===== config.mk =====
export PLATFORM = sky130hd
export DESIGN_NAME = uart_rx_fsm
export DESIGN_NICKNAME = d
export VERILOG_FILES = /design/src/rtl/uart_rx_pkg.sv /design/src/rtl/edge_bit_counter.sv /design/src/rtl/uart_rx_fsm.sv
export SDC_FILE = /design/constraint.sdc
export NUM_CORES = 1
export LEC_CHECK = 0
export ABC_AREA = 1
export CAP_MARGIN = 20
export CORE_AREA = 2 2 52 54
export DETAILED_ROUTE_END_ITERATION = 10
export DIE_AREA = 0 0 54 56
export GPL_TIMING_DRIVEN = 0
export PLACE_DENSITY_LB_ADDON = 0.3
export RECOVER_POWER = 100
export SLEW_MARGIN = 15
export SYNTH_ARGS = -nofsm -noshare
export SYNTH_HDL_FRONTEND = slang
export SYNTH_SLANG_ARGS = --single-unit

===== constraint.sdc =====
create_clock -name CLK -period 2.96 [get_ports CLK]
set_clock_uncertainty 0.15 [all_clocks]
set_input_delay 0.296 -clock CLK [delete_from_list [all_inputs] [get_ports CLK]]
set_output_delay 0.296 -clock CLK [all_outputs]
set_load 0.03 [all_outputs]

===== src/rtl/uart_rx_pkg.sv =====
// Shared types and constants for the UART receive control path.
package uart_rx_pkg;

    localparam int DATA_BITS  = 8;
    localparam int PRESCALE_W = 6;
    localparam int BIT_CNT_W  = 4;

    localparam logic [PRESCALE_W-1:0] PRESCALE_RST = 6'd8;

    typedef enum logic [2:0] {
        IDLE    = 3'd0,
        START   = 3'd1,
        DATA    = 3'd2,
        PARITY  = 3'd3,
        STOP    = 3'd4,
        ERR_CHK = 3'd5
    } rx_state_e;

    // A frame is accepted when the stop bit is good and parity, if present, is good.
    function automatic logic frame_ok(input logic stp_err, input logic par_en, input logic par_err);
        return !stp_err && (!par_en || !par_err);
    endfunction

endpackage


===== src/rtl/edge_bit_counter.sv =====
// Oversample (edge) and frame-bit counters; edge_cnt wraps at prescale-1 and bumps bit_cnt.
module edge_bit_counter
    import uart_rx_pkg::*;
(
    input  logic                  clk,
    input  logic                  rst_n,
    input  logic                  en,
    input  logic                  clr,
    input  logic [PRESCALE_W-1:0] prescale,
    output logic [PRESCALE_W-1:0] edge_cnt,
    output logic [BIT_CNT_W-1:0]  bit_cnt,
    output logic                  last_edge
);

    logic [PRESCALE_W-1:0] edge_cnt_q, edge_cnt_d;
    logic [BIT_CNT_W-1:0]  bit_cnt_q,  bit_cnt_d;
    logic                  last_edge_s;

    assign last_edge_s = (edge_cnt_q == (prescale - 6'd1));

    // Next-count logic: clear has priority over counting.
    always_comb begin
        edge_cnt_d = edge_cnt_q;
        bit_cnt_d  = bit_cnt_q;
        if (clr) begin
            edge_cnt_d = 6'd0;
            bit_cnt_d  = 4'd0;
        end else if (en) begin
            if (last_edge_s) begin
                edge_cnt_d = 6'd0;
                bit_cnt_d  = bit_cnt_q + 4'd1;
            end else begin
                edge_cnt_d = edge_cnt_q + 6'd1;
            end
        end else begin
            edge_cnt_d = edge_cnt_q;
        end
    end

    // Counter registers with synchronous active-low reset.
    always_ff @(posedge clk) begin
        if (!rst_n) begin
            edge_cnt_q <= 6'd0;
            bit_cnt_q  <= 4'd0;
        end else begin
            edge_cnt_q <= edge_cnt_d;
            bit_cnt_q  <= bit_cnt_d;
        end
    end

    assign edge_cnt  = edge_cnt_q;
    assign bit_cnt   = bit_cnt_q;
    assign last_edge = last_edge_s;

endmodule


===== src/rtl/uart_rx_fsm.sv =====
// UART receiver control FSM. Optional frame_err output enabled by macro UART_RX_FRAME_ERR_EN.
module uart_rx_fsm
    import uart_rx_pkg::*;
(
    input  logic                  CLK,
    input  logic                  RST,
    input  logic                  RX_IN,
    input  logic [PRESCALE_W-1:0] Prescale,
    input  logic                  PAR_EN,
    input  logic                  strt_glitch,
    input  logic                  par_err,
    input  logic                  stp_err,
    output logic                  dat_samp_en,
    output logic [PRESCALE_W-1:0] edge_cnt,
    output logic [BIT_CNT_W-1:0]  bit_cnt,
    output logic                  strt_chk_en,
    output logic                  par_chk_en,
    output logic                  stp_chk_en,
    output logic                  deser_en,
    output logic                  data_valid
`ifdef UART_RX_FRAME_ERR_EN
    ,
    output logic                  frame_err
`endif
);

    rx_state_e             state_q, state_d;
    logic [PRESCALE_W-1:0] prescale_q, prescale_d;
    logic                  par_en_q, par_en_d;
    logic                  data_valid_q, data_valid_d;
    logic                  cnt_en_s, cnt_clr_s, last_edge_s, frame_ok_s;
    logic [PRESCALE_W-1:0] edge_cnt_s;
    logic [BIT_CNT_W-1:0]  bit_cnt_s;

    edge_bit_counter u_cnt (
        .clk       (CLK),
        .rst_n     (RST),
        .en        (cnt_en_s),
        .clr       (cnt_clr_s),
        .prescale  (prescale_q),
        .edge_cnt  (edge_cnt_s),
        .bit_cnt   (bit_cnt_s),
        .last_edge (last_edge_s)
    );

    assign frame_ok_s = frame_ok(stp_err, par_en_q, par_err);

    // Next-state, counter control and prescale/parity-enable capture.
    always_comb begin
        state_d      = state_q;
        prescale_d   = prescale_q;
        par_en_d     = par_en_q;
        data_valid_d = 1'b0;
        cnt_en_s     = 1'b0;
        cnt_clr_s    = 1'b0;
        case (state_q)
            IDLE: begin
                cnt_clr_s = 1'b1;
                if (!RX_IN) begin
                    state_d    = START;
                    prescale_d = Prescale;
                end else begin
                    state_d = IDLE;
                end
            end
            START: begin
                cnt_en_s = 1'b1;
                if (last_edge_s) begin
                    state_d = DATA;
                end else begin
                    state_d = START;
                end
            end
            DATA: begin
                // The start-bit checker answers in the first DATA cycle; a glitch aborts the frame.
                if (strt_glitch && (bit_cnt_s == 4'd1) && (edge_cnt_s == 6'd0)) begin
                    state_d   = IDLE;
                    cnt_clr_s = 1'b1;
                end else begin
                    cnt_en_s = 1'b1;
                    if (last_edge_s && (bit_cnt_s == BIT_CNT_W'(DATA_BITS))) begin
                        par_en_d = PAR_EN;
                        state_d  = PAR_EN ? PARITY : STOP;
                    end else begin
                        state_d = DATA;
                    end
                end
            end
            PARITY: begin
                cnt_en_s = 1'b1;
                if (last_edge_s) begin
                    state_d = STOP;
                end else begin
                    state_d = PARITY;
                end
            end
            STOP: begin
                cnt_en_s = 1'b1;
                if (last_edge_s) begin
                    state_d = ERR_CHK;
                end else begin
                    state_d = STOP;
                end
            end
            ERR_CHK: begin
                cnt_clr_s    = 1'b1;
                data_valid_d = frame_ok_s;
                if (!RX_IN) begin
                    state_d    = START;
                    prescale_d = Prescale;
                end else begin
                    state_d = IDLE;
                end
            end
            default: begin
                state_d   = IDLE;
                cnt_clr_s = 1'b1;
            end
        endcase
    end

    // State, latched configuration and data_valid registers.
    always_ff @(posedge CLK) begin
        if (!RST) begin
            state_q      <= IDLE;
            prescale_q   <= PRESCALE_RST;
            par_en_q     <= 1'b0;
            data_valid_q <= 1'b0;
        end else begin
            state_q      <= state_d;
            prescale_q   <= prescale_d;
            par_en_q     <= par_en_d;
            data_valid_q <= data_valid_d;
        end
    end

`ifdef UART_RX_FRAME_ERR_EN
    logic frame_err_q, frame_err_d;

    assign frame_err_d = (state_q == ERR_CHK) && !frame_ok_s;

    // Frame error pulse register.
    always_ff @(posedge CLK) begin
        if (!RST) begin
            frame_err_q <= 1'b0;
        end else begin
            frame_err_q <= frame_err_d;
        end
    end

    assign frame_err = frame_err_q;
`endif

    // Strobes are decoded from registered state and counters only.
    assign dat_samp_en = (state_q != IDLE);
    assign strt_chk_en = (state_q == START)  && last_edge_s;
    assign deser_en    = (state_q == DATA)   && last_edge_s;
    assign par_chk_en  = (state_q == PARITY) && last_edge_s;
    assign stp_chk_en  = (state_q == STOP)   && last_edge_s;
    assign data_valid  = data_valid_q;
    assign edge_cnt    = edge_cnt_s;
    assign bit_cnt     = bit_cnt_s;

endmodule


==> impl_metrics.py <==
metrics = {
    "worst_setup_path": {
        "start_kind": "flip-flop",
        "r2r_start": "prescale_q[0]",
        "r2r_setup_slack_ns": 0.62,
        "worst-r2r-cell-count": 10,
        "worstPathRequired_ns": 2.51,
        "worstReg2RegEnd": "u_cnt.bit_cnt[1]",
        "cp-end-kind": "primary output",
        "worstPathMaxFanout": 5,
        "crit_type": "flip-flop to primary output",
        "arrival_ns": 2.24,
    },
    "flow_run": {
        "drv_cap": 0,
    },
    "synthesis": {
        "synthDistinctLibCells": 26,
        "yosysMostFrequentCell": "nand2_1",
        "yosysTopAreaCell": "dfxtp_1",
        "synthFlopType": "dfxtp_1",
        "synthSimpleGateAreaFrac_pct": 33.7,
        "synth_area_um2": 1240,
        "ys_ff_latch": 21,
        "synth_compound_area_share_pct": 10.7,
        "yosysWarnings": 0,
        "muxShareOfSynthArea_pct": 0,
        "synth.avg_cell_area_um2": 6.77,
        "yosys-top-cells-count": "nand2_1 (40), inv_1 (31), dfxtp_1 (21), nor2_1 (21), nand3_1 (16)",
        "synth_xor_area_share_pct": 4.24,
        "yosysSeqAreaShare_pct": 33.9,
        "synth_top_area_share_pct": 33.9,
        "yosys.area_share.adder_pct": 6.06,
        "synthTopCellsByArea": "dfxtp_1 (34%), nand2_1 (12%), inv_1 (9.4%)",
        "synth_cells": 183,
        "synth_nets": 202,
        "synth_top_family_by_area": "simple AND/OR/NAND/NOR gates",
        "synth_edf_count": 0,
        "async_flop_share_pct": 0,
    },
    "die": {
        "fp.coreArea_um2": 2430,
        "rows": 18,
        "ios": 29,
        "fp.dieW_um": 54,
        "fp.dieH_um": 56,
        "die-area_um2": 3020,
        "start_util_pct": 50.9,
    },
    "sta": {
        "hold_violations": 0,
        "tightest_slew_ns": 0.474,
        "finalSetupTns_ns": 0,
        "fmax_mhz": 372,
        "fin_crit_ns": 2.69,
        "slew_violations": 0,
        "timing.hold.ws_ns": 0.348,
        "rsz0062_at_grt": "no",
        "setup_viol": 0,
        "maxSlewHeadroom_pct": 68.4,
        "fin_crit_sh_pct": 90.9,
    },
    "finish": {
        "antennaDiodeCount": 0,
        "nNetsFinal": 235,
        "area_delta_synth_final_pct": 24.6,
        "multi_input_area_um2": 668,
        "num-fill-cells": 230,
        "register_area_um2": 420,
        "drive_gt1_share_pct": 5.12,
    },
    "placement": {
        "io_buffers": 28,
        "gp_congestion": 0.841,
        "hpwlAfterDp_mm": 2.13,
    },
    "hold_path": {
        "min_to": "prescale_q[1]",
        "worstHoldStart": "prescale_q[1]",
        "hold_class": "flip-flop to flip-flop",
        "hold_depth": 2,
    },
    "routing": {
        "drc": 0,
        "avgViaCountPerCell": 4.95,
        "drt.antenna.violating_nets": 0,
        "first_pass_iters": 4,
        "vias": 1213,
        "routedWlPerCell_um": 11.2,
        "routed_wl_mm": 2.73,
        "drt_iter0_drc": 19,
    },
    "global_route": {
        "grt_max_degree": 12,
        "grt_overflow": 0,
        "first_global_vias": 1136,
        "grt_pass1_wl_mm": 4.64,
        "grt_use_total_pct": 20.1,
        "antenna_found_initial": 0,
    },
    "cts": {
        "clk_pin_slew_ns": 0.12,
        "h-tree-depth": 1,
        "cts_made_buffers": 3,
        "clockRootBuffer": "clkbuf_4",
        "cts_tree": "done",
        "clockBufferDepth": 2,
        "cts.sinks": 21,
        "clk_latency_ns": 0.32,
        "post-cts-setup-buffer-count": 0,
    },
    "power_and_ir_drop": {
        "pwr_density_cell_nw_per_um2": 363,
        "p_leak_nw": 0.696,
        "vdd_drop_max_uv": 304,
    },
    "run_status": {
        "status": "finished, final reports clean",
    },
}
## report_power, final
part           switching [mW]  internal (mW)
clock network          0.0936         0.0528
logic                  0.0643         0.0464
registers             0.00988          0.293
## how the worst max path moves through the flow
| stage | startpoint | to | slack [ns] | cells past startpoint |
|---|---|---|---|---|
| final | prescale_q[0] | strt_chk_en | 0.27 | 9 |
| after global placement | prescale_q[0] | strt_chk_en | 0.38 | 9 |
| after detailed placement | prescale_q[0] | strt_chk_en | 0.36 | 9 |
| after global routing | prescale_q[0] | strt_chk_en | 0.08 | 12 |
| after CTS | prescale_q[0] | deser_en | 0.004 | 9 |
| after floorplan | prescale_q[0] | deser_en | 0.83 | 8 |
## worst max-delay path: stages (launching register included)
cell           delay [ns]
dfxtp_1              0.39
inv_1                0.10
ha_1                 0.31
xnor2_1              0.12
nor2_1               0.09
nand3_1              0.15
nor2_4               0.13
inv_1                0.11
nor2_2               0.11
dlygate4sd2_1        0.41
## stage by stage
stage               instance area (um2)  instances  total power, mW  setup WS, ns  util (%)
finish                             1540        245            0.560         0.270      63.5
global route                       1540        245            0.591        0.0802      63.5
CTS                                1580        245            0.567       0.00370      65.0
detailed placement                 1560        241            0.424         0.356      64.0
global placement                   1560        241            0.420         0.384      64.0
floorplan                          1240        183            0.385         0.835         -
## routing by layer
metal	GRT usage [%]	share of wire, %
met1	24.5	45
met2	32.8	47
met3	5.11	6.2
met4	8.21	1.6
met5	0	0
## cell usage in the layout, fill, tap and decap left out, types with 3 or more instances in the layout
cell type / count
dfxtp_1: 21
clkdlybuf4s50_1: 11
nor3_1: 3
dlygate4sd3_1: 13
nor2_1: 22
inv_1: 31
xnor2_1: 3
a21oi_1: 12
ha_1: 6
clkbuf_1: 6
nand2_1: 41
o21ai_0: 8
clkbuf_4: 3
nand3_1: 17
xor2_1: 3
## repair_timing
| action | 4_1_cts | 5_1_grt |
|---|---|---|
| resized for setup | 1 | 3 |
| hold buffers | 0 | 0 |
| endpoints found under the setup margin | 1 | 3 |
| pin swaps | 0 | 0 |
## sequential cells by signal (all words and copies together), names as in the netlist
register / flops
par_en_q: 1
u_cnt.bit_cnt: 4
prescale_q: 6
data_valid: 1
u_cnt.edge_cnt: 6
state_q: 3
## logic make-up (layout without fill, tap and decap cells)
logic type,Yosys count,after routing
fa+ha+maj,6,6
compound gates,24,24
buf+inv,35,67
xor+xnor,6,6
simple gates,91,91
flops,21,21
## layout make-up
class | count | area share (%)
flip-flops and latches | 21 | 27.2
multi-input cells | 127 | 43.3
inverters | 33 | 8.02
plain buffers | 2 | 0.486
repair buffers | 28 | 16.9
well taps | 30 | 2.43
clock buffers | 4 | 1.70
Power figures use the tool's default switching activity.
